==> src/rtl/rr_arbiter.sv <==
// Round-robin arbiter with a two-state FSM: one requester is granted and holds
// the grant until it drops its request; the search pointer then moves past it.
module rr_arbiter #(
  parameter int IDX_WIDTH = 2
) (
  input  logic                        clk,
  input  logic                        rst_n,
  input  logic                        en,
  input  logic [(1<<IDX_WIDTH)-1:0]   req,
  output logic [(1<<IDX_WIDTH)-1:0]   gnt,
  output logic [IDX_WIDTH-1:0]        gnt_idx,
  output logic                        gnt_valid
);

  localparam int N = 1 << IDX_WIDTH;

  typedef enum logic {
    IDLE = 1'b0,
    BUSY = 1'b1
  } state_t;

  state_t               state, state_nxt;
  logic [IDX_WIDTH-1:0] ptr, ptr_nxt;
  logic [IDX_WIDTH-1:0] idx_nxt;
  logic [IDX_WIDTH-1:0] win_idx;
  logic                 win_found;
  logic [N-1:0]         gnt_nxt;

  // Rotating search: first set request at or above ptr, wrapping through N-1 to 0.
  // Index arithmetic is IDX_WIDTH bits wide, so the wrap comes for free.
  always_comb begin
    logic [IDX_WIDTH-1:0] cand;
    win_found = 1'b0;
    win_idx   = ptr;
    cand      = ptr;
    for (int i = 0; i < N; i++) begin
      cand = ptr + IDX_WIDTH'(i);
      if (!win_found && req[cand]) begin
        win_found = 1'b1;
        win_idx   = cand;
      end
    end
  end

  // NOTE: every signal driven here gets a default first, so no path leaves one
  // unassigned and no latch is inferred.
  always_comb begin
    state_nxt = state;
    ptr_nxt   = ptr;
    idx_nxt   = gnt_idx;
    case (state)
      IDLE: begin
        if (en && win_found) begin
          state_nxt = BUSY;
          idx_nxt   = win_idx;
        end
      end
      BUSY: begin
        // Only the holder's own request matters; en cannot revoke the grant.
        if (!req[gnt_idx]) begin
          state_nxt = IDLE;
          ptr_nxt   = gnt_idx + IDX_WIDTH'(1);
        end
      end
      default: state_nxt = IDLE;
    endcase
    gnt_nxt = '0;
    if (state_nxt == BUSY) begin
      gnt_nxt[idx_nxt] = 1'b1;
    end
  end

  // NOTE: sequential state uses non-blocking assignments so every register
  // samples the pre-edge values, independent of statement order.
  always_ff @(posedge clk or negedge rst_n) begin
    if (!rst_n) begin
      state     <= IDLE;
      ptr       <= '0;
      gnt_idx   <= '0;
      gnt_valid <= 1'b0;
      gnt       <= '0;
    end else begin
      state     <= state_nxt;
      ptr       <= ptr_nxt;
      gnt_idx   <= idx_nxt;
      gnt_valid <= (state_nxt == BUSY);
      gnt       <= gnt_nxt;
    end
  end

endmodule

==> config.mk <==
export PLATFORM = sky130hd
export DESIGN_NAME = rr_arbiter
export DESIGN_NICKNAME = d
export VERILOG_FILES = /design/src/rtl/rr_arbiter.sv
export SDC_FILE = /design/constraint.sdc
export NUM_CORES = 1
export LEC_CHECK = 0
export CORE_AREA = 2 2 39 41
export DETAILED_ROUTE_END_ITERATION = 10
export DIE_AREA = 0 0 41 43
export GPL_TIMING_DRIVEN = 0
export HOLD_SLACK_MARGIN = 0.08
export PLACE_DENSITY = 0.66
export SETUP_SLACK_MARGIN = 0.3
export SYNTH_ARGS = -nofsm -noshare
export SYNTH_HDL_FRONTEND = slang
export SYNTH_SLANG_ARGS = --single-unit
==> constraint.sdc <==
create_clock -name clk -period 5 [get_ports clk]
set_clock_uncertainty 0.15 [all_clocks]
set_input_delay 1.25 -clock clk [delete_from_list [all_inputs] [get_ports clk]]
set_output_delay 1.25 -clock clk [all_outputs]
set_load 0.02 [all_outputs]
== After elaboration in Yosys (flattened, before gate mapping) ==
Index checks and enable logic that the tools add are counted.

* Add/sub/neg operators: 4
* Magnitude comparators: 7
* Muxes and demuxes: 25
* Bitwise gates (word level): 2
* Reduce and logical (&&, ||, !) cells: 9

{| class="wikitable"
|+ Operators by type and width
! cell !! number
|-
| < comparator 2 x 3 -> 1 bit (second input constant) || 6
|-
| 2-to-1 mux 1 bit || 12
|-
| binary-select mux 1 bit (select 2 bit) || 5
|-
| 2-to-1 mux 2 bit || 5
|-
| logical AND 1 bit || 5
|-
| adder 2 x 1 -> 2 bit (second input constant) || 2
|-
| adder 2 bit (second input constant) || 2
|-
| 2-to-1 mux 4 bit || 1
|-
| zero test 1 bit || 3
|-
| demux 1 bit (select 2 bit) || 1
|-
| >= comparator 2 x 1 -> 1 bit (second input constant) || 1
|-
| inverter 1 bit || 2
|-
| case mux 1 bit (2 select lines) || 1
|-
| AND reduction 2 bit || 1
|}

* Register bits: 9
* Input port bits: 7
* Output and inout bits: 7

== Longest topological paths before layout ==
* Word-level depth: 20
* Mapped depth: 5
* Mapped depth without buffers: 5

== Worst setup path before layout ==
OpenSTA, ideal clock, no wires.

* Path type: in2reg
* Start point: input port req[3]
* End point: register gnt[0]
* Library setup time: 120 ps
* Data arrival time: 2177 ps
* Slack: 2553 ps
* Stages: 4
* Buffers on the path: 0
* Cells stage by stage: mux4_2 a21oi_2 inv_2 and4_1

* Elaborated cells between the ends (all ways): 35
* Classes of those cells: 2 x order compare; 25 x mux; 8 x reduce/logical

{| class="wikitable"
|+ RTL lines
! what !! RTL line !! RTL
|-
| start: declaration || 9 || <nowiki>input logic [(1<<IDX_WIDTH)-1:0] req,</nowiki>
|-
| binary-select mux 1 bit (select 2 bit) || 38 || <nowiki>if (!win_found && req[cand]) begin</nowiki>
|-
| 2-to-1 mux 1 bit (not written as such) || 38 ||
|-
| 2-to-1 mux 1 bit || 38 ||
|-
| zero test 1 bit || 38 ||
|-
| logical AND 1 bit || 38 ||
|-
| 2-to-1 mux 1 bit || 38 ||
|-
| zero test 1 bit || 38 ||
|-
| logical AND 1 bit || 38 ||
|-
| [2 not listed] || -- ||
|-
| logical AND 1 bit || 38 ||
|-
| 2-to-1 mux 1 bit || 38 ||
|-
| logical AND 1 bit || 53 || <nowiki>if (en && win_found) begin</nowiki>
|-
| 2-to-1 mux 1 bit || 53 ||
|-
| case mux 1 bit (2 select lines) (*) || 51 || <nowiki>case (state)</nowiki>
|-
| net state_nxt || 22 || <nowiki>state_t state, state_nxt;</nowiki>
|-
| 2-to-1 mux 4 bit (*) || 68 || <nowiki>if (state_nxt == BUSY) begin</nowiki>
|-
| net gnt_nxt[0] || 27 || <nowiki>logic [N-1:0] gnt_nxt;</nowiki>
|-
| end signal: assignment || 87 || <nowiki>gnt <= gnt_nxt;</nowiki>
|-
| end: declaration || 10 || <nowiki>output logic [(1<<IDX_WIDTH)-1:0] gnt,</nowiki>
|}

The timed path passes the listed nets; every way through them passes the cells marked *. The select of a mux whose other input is x is not followed.
A chain may end at the register's enable or synchronous reset.

== Final worst setup path ==
Same ends and word-level chain as after synthesis.

==> results.toml <==
[outcome]
status = "finished clean"

[setup_path]
arrival_ps = 2860
cp_data_required_time_ps = 5000
crit_type = "in -> reg"
endpoint_kind = "flip-flop"
critical_path.max_fanout = 7
startpoint_type = "input port"

[cts]
clkTransAtPathRegs_ps = 60
h-tree-depth = 1
cts_setup_buffers = 0
cts_buffers = 3
cts_sinks = 9
cts_tree = "yes"
clk_latency_ps = 260
cts_hold_buf = 0
clk_path_buf_depth = 2
root_buffer = "clkbuf_4"
ctsResizeCount = 0

[timing]
rsz0062_at_grt = "no"
finalSetupTns_ps = 0
finalCritPeriodShare_pct = 57.3
drv_slew = 0
slew_headroom_pct = 73.8
finalHoldViolations = 0
setup_violations = 0
worstMarginPinSlew_ps = 392
final.min_clock_period_ps = 2870
fmaxAchievable_ghz = 0.349

[placement]
gp_congestion = 0.696
portBuffers = 13
place_hpwl_um = 846

[global_routing]
grt_usage_pct = 15.4
antenna_found_initial = 0
grt_max_degree = 10
gr-total-overflow = 0
grt_pass1_wl_um = 1840
grt_pass1_vias = 436

[logic_synthesis]
synthCells = 52
synth_top_area_share_pct = 44.1
ys_warn_count = 0
synth.cell_area_um2 = 510
syn_avg_cell_area_um2 = 9.82
yosys.area.top_type = "dfrtp_1"
synth-seq-cells = 9
ys_seq_area_share_pct = 44.1
syn-num-nets = 59
synthTopCellsByArea = "dfrtp_1 (44%), o21ai_0 (4.9%), mux4_2 (4.4%)"
ys_types = 27

[die]
die_w_um = 41
io_pins = 14
die-area_mm2 = 0.00176
rows = 14
start_util_pct = 36.9
die_h_um = 43
core-area_mm2 = 0.00138

[detailed_routing]
dr.first_iter.drc_count = 7
viasPerCell = 5.35
drcViolationCount = 0
routedWlPerCell_um = 13.1
route.antenna.remaining_nets = 0
drt_pass1_iterations = 4
drt-total-wl_um = 1120
vias = 455

[pwr]
vdd_drop_max_uv = 242
p_leak_nw = 0.299
power.density_mw_per_mm2 = 557

[finish]
nNetsFinal = 77
drive_gt1_share_pct = 13.0
antenna-diode-count = 0
utilization_pct = 49.6
fillers = 150
syn_to_final_growth_pct = 34.6

[worst_hold_path]
hold_path_class = "reg -> reg"

[run]
max_cap_violations = 0
==> cells in the final DEF, fill, tap and decap left out, drive strengths merged, types with 3 or more instances in the layout <==
cell / Yosys / routed
inv: 4 / 4
o21ai: 5 / 5
clkdlybuf4s50: 0 / 13
nor2b: 3 / 3
dfrtp: 9 / 9
a21oi: 4 / 4
nor2: 3 / 3
clkbuf: 0 / 4
nand2: 4 / 4
==> kinds of logic (layout without fill, tap and decap cells) <==
| group | Yosys count | in the layout | synth area share [%] |
|---|---|---|---|
| AOI/OAI and AO/OA | 18 | 18 | 25.0 |
| and+or+nand+nor | 20 | 20 | 23.5 |
| DFF | 9 | 9 | 44.1 |
| buffers and inverters | 4 | 21 | 2.94 |
| muxes | 1 | 1 | 4.41 |
==> sequential cells by signal, summed over array words and instances (netlist names) <==
name     cells
gnt          4
gnt_idx      2
ptr          2
state        1
==> per-layer routing <==
| layer | up-vias | GRT usage, % | wire [um] | part of all wire [%] |
|---|---|---|---|---|
| li1 | 229 | - | - | - |
| met1 | 213 | 20.6 | 507 | 45 |
| met2 | 13 | 22.5 | 547 | 49 |
| met3 | 0 | 1.57 | 62 | 5.6 |
| met4 | 0 | 10.0 | 0 | 0 |
| met5 | - | 0 | 0 | 0 |
==> through the flow <==
step,hold slack (ps),power (mW),area (um^2),worst slack [ps],std cells
3_3_place_gp,415,0.327,661,1890,81
6_report,424,0.383,687,2130,85
4_1_cts,430,0.387,687,2150,85
5_1_grt,463,0.418,687,2050,85
3_5_place_dp,420,0.330,661,1880,81
2_1_floorplan,369,0.255,510,2550,52
==> critical path, stage by stage <==
cell and delay (ps):
clkdlybuf4s50_1 530, mux4_2 570, a21oi_2 250, inv_2 60
and4_1 200
==> cell type report <==
class	instances	area, um^2	area share, %
multi-input combinational	39	270	39.3
timing repair buffer	13	130	18.9
tap	16	20.0	2.91
sequential	9	225	32.8
inverter	4	15.0	2.19
clock buffer	4	26.3	3.83
==> report_power, final <==
part / internal [mW] / total (mW) / switching [mW]
combinational: 0.0937 / 0.190 / 0.0958
sequential: 0.103 / 0.138 / 0.0357
clock: 0.0307 / 0.0551 / 0.0244
==> cell usage after synthesis <==
library cell	number
nand2_1	4
a21o_1	1
o21ai_0	5
o31ai_1	1
a21oi_1	3
nand2b_1	2
a211oi_1	1
o2111a_1	1
inv_1	3
and2_2	1
mux4_2	1
a221oi_1	1
or3_2	1
or2_1	2
dfrtp_1	9
nor4_1	1
and4_1	1
nor2_1	3
a21oi_2	1
nor3b_1	1
o31a_1	1
nor2b_1	3
a2bb2oi_1	1
nor4_2	1
o2111ai_1	1
inv_2	1
o211a_1	1
==> worst paths after layout <==
kind	from	endpoint	slack [ps]	cells after the start
max	req[3]	gnt[0]$_DFF_PN0_	2130	5
min	state$_DFF_PN0_	ptr[1]$_DFFE_PN0P_	420	1
min reg2reg	state$_DFF_PN0_	ptr[1]$_DFFE_PN0P_	420	1
min in group asynchronous	rst_n	gnt_idx[0]$_DFF_PN0_	1130	1
max reg2reg	gnt_idx[0]$_DFF_PN0_	gnt[0]$_DFF_PN0_	3130	4
max in group asynchronous	rst_n	gnt[1]$_DFF_PN0_	3290	1
Power figures use the tool's default switching activity.
